$ cat config.mk
export PLATFORM = sky130hd
export DESIGN_NAME = seq_magnitude_mult
export DESIGN_NICKNAME = d
export VERILOG_FILES = /design/src/rtl/seq_magnitude_mult.sv
export SDC_FILE = /design/constraint.sdc
export NUM_CORES = 1
export LEC_CHECK = 0
export BUFFER_PORTS_ARGS = -buffer_cell sky130_fd_sc_hd__buf_2
export CAP_MARGIN = 20
export CELL_PAD_IN_SITES_DETAIL_PLACEMENT = 1
export CELL_PAD_IN_SITES_GLOBAL_PLACEMENT = 1
export CORE_ASPECT_RATIO = 0.7
export CORE_MARGIN = 2
export CORE_UTILIZATION = 40
export CTS_CLUSTER_DIAMETER = 120
export CTS_CLUSTER_SIZE = 10
export DETAILED_ROUTE_END_ITERATION = 6
export PLACE_DENSITY = 0.78
export SLEW_MARGIN = 20
export SYNTH_ARGS = -nofsm -noshare
export SYNTH_HDL_FRONTEND = slang
export SYNTH_SLANG_ARGS = --single-unit
$ cat constraint.sdc
create_clock -name clk -period 4 [get_ports clk]
set_input_delay 0.6 -clock clk [delete_from_list [all_inputs] [get_ports clk]]
set_output_delay 0.6 -clock clk [all_outputs]
set_load 0.02 [all_outputs]
$ cat src/rtl/seq_magnitude_mult.sv
// Sequential shift-add multiplier for sign-magnitude operands. Produces the exact product
// and a FRAC-scaled, saturated magnitude one result every SIZE+1 cycles.
module seq_magnitude_mult #(
    parameter int unsigned SIZE = 8,
    parameter int unsigned FRAC = 6
) (
    input  logic              clk,
    input  logic              rst,
    input  logic              start_i,
    input  logic [SIZE-1:0]   a_i,
    input  logic              sign_a_i,
    input  logic [SIZE-1:0]   w_i,
    input  logic              sign_w_i,
    output logic              busy_o,
    output logic              done_o,
    output logic [SIZE-1:0]   p_o,
    output logic              sign_p_o,
    output logic              ovf_o,
    output logic [2*SIZE-1:0] p_full_o
);

    localparam int unsigned W2   = 2 * SIZE;
    localparam int unsigned CntW = (SIZE > 1) ? $clog2(SIZE) : 1;
    localparam logic [CntW-1:0] LastCnt = CntW'(SIZE - 1);
    localparam logic [W2-1:0]   MaxMag  = W2'((1 << (SIZE - 1)) - 1);

    typedef enum logic [1:0] {StIdle, StRun, StDone} state_e;

    state_e state_q, state_d;

    logic [W2-1:0]   mcand_q, acc_q, p_full_q;
    logic [SIZE-1:0] mplier_q, p_q;
    logic [CntW-1:0] cnt_q;
    logic            sign_q, sign_p_q, ovf_q;

    logic            accept, last;
    logic [W2-1:0]   acc_sum, q_scaled;
    logic            sat;
    logic [SIZE-1:0] p_res;
    logic            sign_res;

    assign accept = start_i && (state_q != StRun);
    assign last   = (state_q == StRun) && (cnt_q == LastCnt);

    always_ff @(posedge clk or posedge rst) begin
        if (rst) begin
            state_q <= StIdle;
        end else begin
            state_q <= state_d;
        end
    end

    always_comb begin
        state_d = state_q;
        unique case (state_q)
            StIdle:  if (start_i) state_d = StRun;
            StRun:   if (last) state_d = StDone;
            StDone:  state_d = start_i ? StRun : StIdle;
            default: state_d = StIdle;
        endcase
    end

    always_comb begin
        busy_o = (state_q == StRun);
        done_o = (state_q == StDone);
    end

    // The final iteration's sum feeds the output registers directly, saving a cycle.
    always_comb begin
        acc_sum  = acc_q + (mplier_q[0] ? mcand_q : '0);
        q_scaled = acc_sum >> FRAC;
        sat      = (q_scaled > MaxMag);
        p_res    = sat ? MaxMag[SIZE-1:0] : q_scaled[SIZE-1:0];
        sign_res = sign_q & (p_res != '0);
    end

    always_ff @(posedge clk or posedge rst) begin
        if (rst) begin
            mcand_q  <= '0;
            mplier_q <= '0;
            acc_q    <= '0;
            cnt_q    <= '0;
            sign_q   <= 1'b0;
            p_full_q <= '0;
            p_q      <= '0;
            sign_p_q <= 1'b0;
            ovf_q    <= 1'b0;
        end else if (accept) begin
            mcand_q  <= {{SIZE{1'b0}}, a_i};
            mplier_q <= w_i;
            acc_q    <= '0;
            cnt_q    <= '0;
            sign_q   <= sign_a_i ^ sign_w_i;
        end else if (state_q == StRun) begin
            acc_q    <= acc_sum;
            mcand_q  <= mcand_q << 1;
            mplier_q <= mplier_q >> 1;
            cnt_q    <= cnt_q + CntW'(1);
            if (last) begin
                p_full_q <= acc_sum;
                p_q      <= p_res;
                sign_p_q <= sign_res;
                ovf_q    <= sat;
            end
        end
    end

    assign p_o      = p_q;
    assign sign_p_o = sign_p_q;
    assign ovf_o    = ovf_q;
    assign p_full_o = p_full_q;

endmodule

# Word-level counts from Yosys, hierarchy flattened
# Index checks and enable logic that the tools add are counted.
[word_totals] reg_bits=72 in_bits=21 out_inout_bits=28 elab_cells=43
[classes] add_sub_neg=2 magnitude_cmp=1 eq_ne=6 muxes=14 bitwise=3 reduce_logical=7
[op_table] op="16-bit 2-to-1 mux" count=5
[op_table] op="8-bit 2-to-1 mux" count=3
[op_table] op="16-bit adder" count=1
[op_table] op="10-bit by 7-bit greater-than comparator with 1-bit output (second input constant)" count=1
[op_table] op="8-bit nonzero test" count=1
[op_table] op="3-bit 2-to-1 mux" count=2
[op_table] op="2-bit case mux with 3 select lines" count=1
[op_table] op="2-bit 2-to-1 mux" count=2
[op_table] op="2-bit by 1-bit != test with 1-bit output (second input constant)" count=2
[op_table] op="3-bit by 1-bit adder with 3-bit output (second input constant)" count=1
[op_table] op="3-bit == test (second input constant)" count=1
[op_table] op="3-bit AND reduction" count=1
[op_table] op="2-bit by 1-bit == test with 1-bit output (second input constant)" count=1
[op_table] op="2-bit == test (second input constant)" count=1
[op_table] op="1-bit logical AND" count=2
[op_table] op="2-bit zero test" count=1
[op_table] op="2-bit != test (second input constant)" count=1
[op_table] op="2-bit AND reduction" count=1
[op_table] op="2-bit nonzero test" count=1
[op_table] op="1-bit AND" count=1
[op_table] op="1-bit 2-to-1 mux" count=1
[op_table] op="1-bit NOT" count=1
[op_table] op="1-bit XOR" count=1

# Depth between registers and ports, before layout
# Gate-level depths: netlist of run 1.
[depth] word_depth=6 depth_mapped=13 mapped_depth_nobuf=11

# Worst setup path before layout of run 1
# OpenSTA, ideal clock, no wires.
[synth_timing] path_type="register to register" from="register mplier_q[0]" to="register p_q[0] (netlist: p_o[0])" setup_ns=0.073 t_arrival_ns=2.755 path_slack_ns=1.172 path_stages_with_launch=12 cell_sequence="dfrtp_1 clkbuf_1 and2_1 ha_1 a21o_1 a31o_1 o211a_1 or4_4 o311ai_2 and3b_1 buf_6 a21oi_2"
[synth_via] elab_chain_cells=4
[synth_rtl] item="start: declaration" line_no="32" rtl="logic [SIZE-1:0] mplier_q, p_q;"
[synth_rtl] item="start signal: assignment" line_no="90" rtl="mplier_q <= w_i;"
[synth_rtl] item="start signal: assignment" line_no="97" rtl="mplier_q <= mplier_q >> 1;"
[synth_rtl] item="16-bit 2-to-1 mux *" line_no="70" rtl="acc_sum = acc_q + (mplier_q[0] ? mcand_q : '0);"
[synth_rtl] item="16-bit adder *" line_no="70"
[synth_rtl] item="10-bit by 7-bit greater-than comparator with 1-bit output" line_no="72" rtl="sat = (q_scaled > MaxMag);"
[synth_rtl] item="8-bit 2-to-1 mux *" line_no="73" rtl="p_res = sat ? MaxMag[SIZE-1:0] : q_scaled[SIZE-1:0];"
[synth_rtl] item="end signal: assignment" line_no="101" rtl="p_q <= p_res;"
[synth_rtl] item="end: declaration" line_no="32"
# Mark *: on every way between the ends. The rest lies on a longest branch, timed or not.
# A chain may end at the register's enable or synchronous reset.

# Worst setup path in the final report of run 1
[layout_timing] from="register mplier_q[0]" to="register p_q[6] (netlist: p_o[6])"
# Same word-level chain as after synthesis.

==> impl_metrics.py, run 1 <==
metrics = {
    "cells_and_area": {
        "final_area_sq_um": 4400,
        "fin_nets": 481,
        "drive_gt1_share_pct": 17.9,
        "diodes": 0,
        "syn2layout_area_growth_pct": 16.9,
    },
    "min_path": {
        "hp-class": "in2async",
    },
    "timing": {
        "rsz0062_at_grt": "false",
        "finalWorstSetupSlack_ps": 750,
        "hold_violations": 0,
        "post-route-min-period_ps": 3250,
        "relSlewSlack_pct": 48.0,
        "worstMarginPinSlew_ps": 778,
        "slew_viol_final": 0,
        "fmax_mhz": 308,
        "setup-tns-final_ps": 0,
        "fin_worst_skew_ps": 5.89,
        "setup_viol": 0,
        "whs_ps": 409,
        "period_share_pct": 81.2,
    },
    "floorplan": {
        "start_util_pct": 41.3,
        "chipWidth_microns": 120,
        "dieArea_sq_um": 10200,
        "coreArea_sq_um": 9110,
        "io-pin-count": 49,
        "num_rows": 29,
        "die_y_microns": 85.2,
    },
    "drt": {
        "first_pass_iters": 4,
        "drt_iter0_drc": 188,
        "dr_total_vias": 3070,
        "ant_nets": 0,
        "post_drt_wl_per_cell_microns": 17.6,
        "finalWirelength_microns": 10100,
        "drt-vias-per-instance": 5.39,
        "drc": 0,
    },
    "grt": {
        "grt_use_total_pct": 20.9,
        "grt_max_degree": 48,
        "grt_remaining_overflow": 0,
        "grt_pass1_wl_microns": 16400,
        "grt_pass1_vias": 3173,
        "antenna_found_initial": 0,
    },
    "flow_run": {
        "max-cap-violations": 0,
    },
    "placement": {
        "dpl-instance-area_sq_um": 4100,
        "dp_hpwl_microns": 7000,
        "port_buffers": 48,
        "gp_congestion": 0.920,
        "dpl_worst_slack_ps": 805,
    },
    "pwr": {
        "leakagePower_uw": 0.00216,
        "p_seq_share_pct": 36.2,
        "pwr-share-comb_pct": 39.1,
        "net-switching-power_uw": 1380,
        "netSwitchingFraction_pct": 40.5,
        "peakVddDrop_mv": 0.228,
        "p_int_uw": 2020,
        "power_frac_clock_pct": 24.7,
        "power_uw": 3390,
        "pwr_density_cell_nw_per_um2": 771,
    },
    "clock_network": {
        "cts_hold_buf": 0,
        "root_buffer": "clkbuf_16",
        "insertion_delay_ps": 330,
        "ctsResizeCount": 0,
        "cts_tree": "built",
        "clock_sinks": 72,
        "clk_pin_slew_worst_paths_ps": 60,
        "cts_made_buffers": 9,
        "clockBufferDepth": 2,
        "cts_max_level": 3,
        "cts_setup_buffers": 0,
    },
    "synth": {
        "synthTopCellsByArea": "dfrtp_1 (48%), o21ai_0 (7.3%), nand2_1 (6.5%)",
        "synth_top_area_share_pct": 47.9,
        "synthTopCellsByCount": "dfrtp_1 (72), nand2_1 (65), o21ai_0 (55)",
        "yosysTopAreaCell": "dfrtp_1",
        "synth_most_common_cell": "dfrtp_1",
        "synth_seq_cells": 72,
        "mappedNetlistNets": 438,
        "avgSynthCellArea_sq_um": 9.43,
        "ys_warn_count": 0,
        "netlist_instances": 399,
        "async_reset_ff_share_pct": 100,
        "yosysSeqAreaShare_pct": 47.9,
        "netlist_area_sq_um": 3760,
        "synth_flop_cell": "dfrtp_1",
        "synth.distinct_cells": 45,
        "synth_edf_count": 0,
    },
    "setup_path": {
        "path_class": "reg2reg",
        "critPathMaxFanout": 17,
        "cp.arrival_ps": 3450,
        "cp.required_ps": 4200,
        "cp-end-kind": "flop",
        "start_kind": "flop",
    },
    "outcome": {
        "status": "finished, final reports clean",
    },
}
-- routing by layer --
layer | part of all wire (%) | routed length (microns) | vias to the layer above | global-route usage, %
met5 | 0 | 0 | - | 0
li1 | - | - | 1477 | -
met3 | 4.5 | 455 | 14 | 4.91
met1 | 48 | 4850 | 1523 | 28.7
met2 | 46 | 4610 | 56 | 32.5
met4 | 1.4 | 138 | 0 | 7.27
-- state kept, by name (all words and copies together) (netlist names) --
| register | flops |
|---|---|
| p_full_o | 16 |
| cnt_q | 3 |
| ovf_o | 1 |
| acc_q | 16 |
| sign_q | 1 |
| mcand_q | 16 |
| p_o | 8 |
| state_q | 2 |
| sign_p_o | 1 |
| mplier_q | 8 |
-- worst max-delay path, stage by stage, from the launching register on --
cell	delay [ps]
dfrtp_1	650
and2_1	200
ha_1	170
inv_1	70
fa_1	420
nor2b_1	170
o2111ai_1	160
a21oi_1	260
o31ai_1	140
xor2_1	300
and3b_1	480
a21oi_2	100
-- kinds of logic after synthesis --
group                    after synthesis  synth area share (%)
multiplexers                          17                  4.52
buffers and inverters                 30                  3.79
AND/OR/NAND/NOR                      146                  17.9
flip-flops                            72                  47.9
adder cells (fa/ha/maj)               18                  6.18
AO/OA/AOI/OAI                        102                  16.5
XOR/XNOR                              14                  3.26
-- power by group through the flow --
| stage | Combinational (uW) | Clock (uW) | Sequential (uW) |
|---|---|---|---|
| after floorplan | 788 | 0 | 1320 |
| after global placement | 1260 | 0 | 1220 |
| after detailed placement | 1330 | 0 | 1240 |
| after CTS | 1330 | 855 | 1230 |
| after global routing | 1470 | 886 | 1270 |
| final | 1330 | 839 | 1230 |
-- layout make-up --
cell class              instances  area, sq um
clock inverters                 4         70.1
repair buffers                 55          293
multi-input cells             297         1820
well taps                     124          155
fillers                      1075         4710
clock buffers                  11          233
flip-flops and latches         72         1800
inverters                       7         26.3
-- through the flow --
step	utilization (%)	instances
3_3_place_gp	45.0	555
5_1_grt	48.3	570
2_1_floorplan	-	399
3_5_place_dp	45.0	555
4_1_cts	48.3	570
6_report	48.3	570
-- path summary, 6_finish.rpt --
path | to | from | slack (ps) | depth (start not counted)
worst min-delay path | mplier_q[7]$_DFFE_PP0P_ | rst | 410 | 2
worst max-delay path | p_o[6]$_DFFE_PP0P_ | mplier_q[0]$_DFFE_PP0P_ | 750 | 11
max in group asynchronous | p_full_o[12]$_DFFE_PP0P_ | rst | 2610 | 3
worst max register to register | p_o[6]$_DFFE_PP0P_ | mplier_q[0]$_DFFE_PP0P_ | 750 | 11
worst min register to register | p_full_o[0]$_DFFE_PP0P_ | p_full_o[0]$_DFFE_PP0P_ | 460 | 2
min in group clk | p_full_o[0]$_DFFE_PP0P_ | p_full_o[0]$_DFFE_PP0P_ | 460 | 2
-- placed cells by master, fill, tap and decap left out, types with 2 or more instances in the layout --
cell,synthesis,layout
dfrtp_1,72,72
inv_1,5,4
a21oi_1,15,15
buf_2,0,48
buf_4,0,7
nor2b_1,4,4
nand3_1,29,29
a41oi_1,2,2
ha_1,17,17
nand2b_1,3,3
xnor2_1,6,6
a31oi_1,3,3
nand2_1,65,65
mux2i_1,17,17
o21a_1,2,2
and2_1,15,15
o21ai_0,55,55
a21o_1,4,4
xor2_1,8,8
a21oi_2,6,6
o211ai_1,2,2
nor2_1,21,21
clkbuf_16,0,9
nor3_1,2,2
clkbuf_1,16,2
clkinv_2,0,2
inv_2,1,2
bufinv_16,0,2
o21bai_1,2,2
and3_1,2,2
No activity file was read; power rests on OpenSTA's default activity.
==> inputs of run 2 (changes only) <==
Settings changed: PLACE_DENSITY 0.78 to 0.81.
Clock period 4 ns to 2.91 ns, I/O delays scaled along.
==> impl_metrics.py, run 2 (synthesis results as in run 1) <==
metrics = {
    "pwr": {
        "peakVddDrop_mv": 0.436,
        "p_int_uw": 2980,
        "netSwitchingFraction_pct": 41.3,
        "p_seq_share_pct": 33.4,
        "leakagePower_uw": 0.00228,
        "power_frac_clock_pct": 23.6,
        "pwr-share-comb_pct": 43.0,
        "net-switching-power_uw": 2100,
        "pwr_density_cell_nw_per_um2": 1080,
    },
    "timing": {
        "hold_violations": 0,
        "setup_viol": 0,
        "fmax_mhz": 348,
        "period_share_pct": 98.6,
        "whs_ps": 209,
        "fin_worst_skew_ps": 8.81,
        "slew_viol_final": 0,
        "setup-tns-final_ps": 0,
        "worstMarginPinSlew_ps": 722,
        "finalWorstSetupSlack_ps": 40.1,
        "relSlewSlack_pct": 51.8,
        "post-route-min-period_ps": 2870,
    },
    "cells_and_area": {
        "syn2layout_area_growth_pct": 25.0,
        "mostFrequentLayoutCells": "dfrtp_1 (71), nand2_1 (64), o21ai_0 (52)",
        "fin_util_pct": 51.7,
        "diodes": 0,
        "final_common_cell": "dfrtp_1",
        "finalNonFillerCells": 593,
        "fin_nets": 503,
        "drive_gt1_share_pct": 26.4,
    },
    "placement": {
        "port_buffers": 48,
        "dpl_worst_slack_ps": -6.17,
        "dp_hpwl_microns": 7180,
        "dp_cells": 572,
        "gp_congestion": 0.893,
    },
    "floorplan": {
        "dieArea_sq_um": 10200,
        "coreArea_sq_um": 9110,
        "num_rows": 29,
        "start_util_pct": 41.3,
        "die_y_microns": 85.2,
        "io-pin-count": 49,
        "chipWidth_microns": 120,
    },
    "setup_path": {
        "r2r_end": "p_o[6]$_DFFE_PP0P_",
        "cp-end-kind": "flop",
        "start_kind": "flop",
        "critPathMaxFanout": 8,
        "r2r_start": "mplier_q[0]$_DFFE_PP0P_",
        "crit_path_end": "p_o[6]$_DFFE_PP0P_",
        "cp-startpoint": "mplier_q[0]$_DFFE_PP0P_",
        "path_class": "reg2reg",
        "worst-r2r-cell-count": 11,
        "cp.arrival_ps": 3150,
        "cp.required_ps": 3190,
        "r2r_slack_ps": 40,
    },
    "clock_network": {
        "insertion_delay_ps": 350,
        "cts_tree": "built",
        "root_buffer": "clkbuf_16",
        "cts_max_level": 3,
        "clockBufferDepth": 2,
        "clock_sinks": 72,
        "clk_pin_slew_worst_paths_ps": 60,
        "cts_hold_buf": 0,
        "cts_made_buffers": 9,
    },
    "grt": {
        "antenna_found_initial": 0,
        "grt_max_degree": 47,
        "grt_pass1_wl_microns": 17300,
        "grt_use_total_pct": 21.8,
        "grt_pass1_vias": 3363,
        "grt_remaining_overflow": 0,
    },
    "drt": {
        "wl_met1_microns": 5050,
        "drc": 0,
        "topRoutingLayerUsed": "met4",
        "ant_nets": 0,
        "met2_length_microns": 5930,
        "first_pass_iters": 4,
        "drt_iter0_drc": 239,
        "dr_total_vias": 3336,
        "post_drt_wl_per_cell_microns": 19.8,
        "dr_wl_met3_microns": 607,
        "drt-vias-per-instance": 5.63,
        "finalWirelength_microns": 11700,
    },
    "outcome": {
        "status": "finished, final reports clean",
    },
    "flow_run": {
        "max-cap-violations": 0,
    },
    "min_path": {
        "hp-class": "in2async",
    },
}
## run 2: worst min-delay path by stage
| stage | cells past startpoint | slack, ps | from | end |
|---|---|---|---|---|
| after floorplan | 2 | 450 | mplier_q[1]$_DFFE_PP0P_ | mplier_q[0]$_DFFE_PP0P_ |
| after global placement | 2 | 460 | p_full_o[0]$_DFFE_PP0P_ | p_full_o[0]$_DFFE_PP0P_ |
| after detailed placement | 2 | 460 | p_full_o[4]$_DFFE_PP0P_ | p_full_o[4]$_DFFE_PP0P_ |
| after CTS | 2 | 240 | rst | mplier_q[6]$_DFFE_PP0P_ |
| after global routing | 2 | 250 | rst | mplier_q[6]$_DFFE_PP0P_ |
| final | 2 | 210 | rst | mplier_q[6]$_DFFE_PP0P_ |
## run 2: critical path, stage by stage, from the launching register on
cell and delay, ps:
dfrtp_2 460, buf_6 160, and2_1 190, ha_4 170
a21o_1 160, a31o_1 230, o211a_1 270, or4_4 530
o311ai_2 110, and3b_2 260, buf_12 140, a21oi_2 120
## run 2: through the flow
step	instance area (sq um)	power [uW]
after global routing	4710	5380
after floorplan	3760	2900
final	4710	5080
after detailed placement	4250	3660
after CTS	4590	4920
after global placement	4250	3550
## run 2: repair_timing
item / CTS / global route
pin swaps: 0 / 4
cloned: 0 / 0
buffers inserted: 0 / 5
resized for setup: 5 / 24
endpoints found under the setup margin: 8 / 10
## run 2: layer usage
layer / vias up / GRT usage [%]
li1: 1513 / -
met1: 1705 / 29.0
met2: 102 / 35.5
met3: 16 / 6.92
met4: 0 / 4.28
met5: - / 0
## run 2: final cells by class
cell class	instances	area, sq um
fill	1053	4400
multi-input combinational	297	1910
sequential	72	1800
timing repair buffer	77	487
clock buffer	9	225
tap	124	155
clock inverter	7	96.3
inverter	7	26.3
## run 2: power groups by stage
stage,Clock [uW],Sequential [uW],Combinational [uW]
CTS,1220,1700,2000
global placement,0,1680,1870
global route,1260,1750,2370
floorplan,0,1820,1080
detailed placement,0,1700,1960
finish,1200,1700,2190
==> inputs of run 3 (changes only) <==
Settings changed: SETUP_SLACK_MARGIN from default to 0.05.
==> impl_metrics.py, run 3 (synthesis results as in run 1) <==
metrics = {
    "pwr": {
        "peakVddDrop_mv": 0.443,
        "leakagePower_uw": 0.00231,
        "pwr_density_cell_nw_per_um2": 1090,
        "power_uw": 5290,
    },
    "cells_and_area": {
        "syn2layout_area_growth_pct": 29.5,
        "mostFrequentLayoutCells": "dfrtp_1 (71), nand2_1 (63), o21ai_0 (54)",
        "n_fill_cell": 1035,
        "finalNonFillerCells": 599,
        "drive_gt1_share_pct": 29.1,
        "final_area_sq_um": 4870,
        "fin_nets": 509,
        "final_common_cell": "dfrtp_1",
        "diodes": 0,
    },
    "drt": {
        "first_pass_iters": 4,
        "finalWirelength_microns": 12900,
        "ant_nets": 0,
        "dr_total_vias": 3463,
        "drc": 0,
        "drt_iter0_drc": 233,
        "post_drt_wl_per_cell_microns": 21.5,
        "drt-vias-per-instance": 5.78,
    },
    "timing": {
        "finalWorstSetupSlack_ps": -62.0,
        "rsz0062_at_grt": "true",
        "period_share_pct": 102,
        "slew_viol_final": 0,
        "hold_violations": 0,
        "relSlewSlack_pct": 51.6,
        "setup_viol": 9,
        "fmax_mhz": 336,
        "fin_worst_skew_ps": 14.0,
        "worstMarginPinSlew_ps": 725,
        "post-route-min-period_ps": 2970,
    },
    "floorplan": {
        "start_util_pct": 41.3,
        "die_y_microns": 85.2,
        "dieArea_sq_um": 10200,
        "num_rows": 29,
        "io-pin-count": 49,
        "coreArea_sq_um": 9110,
        "chipWidth_microns": 120,
    },
    "setup_path": {
        "critPathMaxFanout": 7,
        "worst-r2r-cell-count": 10,
        "r2r_slack_ps": -60,
        "r2r_end": "sign_p_o$_DFFE_PP0P_",
        "start_kind": "flop",
        "r2r_start": "mplier_q[0]$_DFFE_PP0P_",
        "path_class": "reg2reg",
        "cp.arrival_ps": 3170,
        "cp-end-kind": "flop",
        "cp.required_ps": 3110,
    },
    "clock_network": {
        "root_buffer": "clkbuf_16",
        "cts_tree": "built",
        "clockBufferDepth": 2,
        "cts_made_buffers": 9,
        "clk_pin_slew_worst_paths_ps": 70,
        "insertion_delay_ps": 350,
        "clock_sinks": 72,
        "cts_max_level": 3,
        "cts_hold_buf": 0,
    },
    "placement": {
        "dp_hpwl_microns": 7180,
        "gp_congestion": 0.893,
        "port_buffers": 48,
        "dpl-instance-area_sq_um": 4250,
        "dpl_worst_slack_ps": -6.17,
        "dp_cells": 572,
    },
    "grt": {
        "grt_busiest_layer": "met2",
        "antenna_found_initial": 0,
        "grt_use_total_pct": 22.0,
        "grtUsageMet3_pct": 6.92,
        "grtUsageMet2_pct": 36.0,
        "grt_util_met1_pct": 29.1,
        "grt_remaining_overflow": 0,
        "grt_pass1_vias": 3380,
        "grt_max_degree": 47,
        "grt_pass1_wl_microns": 17400,
    },
    "outcome": {
        "violations": "negative setup slack",
        "status": "finished, violations left",
    },
    "min_path": {
        "hp-class": "in2async",
    },
    "flow_run": {
        "max-cap-violations": 0,
    },
}
## run 3: area by class of cell
class                           count  area, sq um  area share (%)
Timing Repair Buffer               83          544            11.2
Inverter                            7         26.3           0.539
Sequential cell                    72         1800            37.0
Clock inverter                      7         96.3            1.98
Multi-Input combinational cell    297         2020            41.5
Tap cell                          124          155            3.18
Clock buffer                        9          225            4.62
## run 3: through the flow
stage	hold slack, ps	TNS [ps]	utilization, %
finish	203	-412	53.5
global route	252	-756	53.5
detailed placement	465	-6.17	46.6
global placement	455	0	46.6
floorplan	449	0	-
CTS	236	0	50.4
## run 3: power breakdown
part	total [uW]	internal, uW	switching (uW)
Sequential	1720	1410	307
Combinational	2360	905	1460
Clock	1210	752	456
Total	5290	3070	2220
## run 3: critical path: stages, from the launching register on
cell and delay, ps:
dfrtp_2 430, buf_4 170, buf_4 140, and2_1 180, ha_4 280, a211oi_1 410
o21bai_1 180, o31ai_1 330, xor2_1 270, and4b_1 280, a41oi_1 140
## run 3: worst max path at each step
stage	startpoint	depth (start not counted)	end
after floorplan	mplier_q[0]$_DFFE_PP0P_	11	p_o[0]$_DFFE_PP0P_
after global placement	mplier_q[0]$_DFFE_PP0P_	10	p_o[5]$_DFFE_PP0P_
after detailed placement	mplier_q[0]$_DFFE_PP0P_	10	p_o[6]$_DFFE_PP0P_
after CTS	mplier_q[0]$_DFFE_PP0P_	10	p_o[6]$_DFFE_PP0P_
after global routing	mplier_q[0]$_DFFE_PP0P_	10	sign_p_o$_DFFE_PP0P_
final	mplier_q[0]$_DFFE_PP0P_	10	sign_p_o$_DFFE_PP0P_
## run 3: timing repair
action                     4_1_cts  5_1_grt
setup endpoints to repair        9       11
gates cloned                     0        0
buffers inserted                 1       10
hold endpoints to repair         0        0
gates resized for setup          5       36
pin swaps                        0       13
## run 3: layer usage
| layer | vias up | share of wire [%] |
|---|---|---|
| met5 | - | 0 |
| met4 | 0 | 3.0 |
| met3 | 35 | 5.6 |
| li1 | 1529 | - |
| met1 | 1749 | 42 |
| met2 | 150 | 49 |
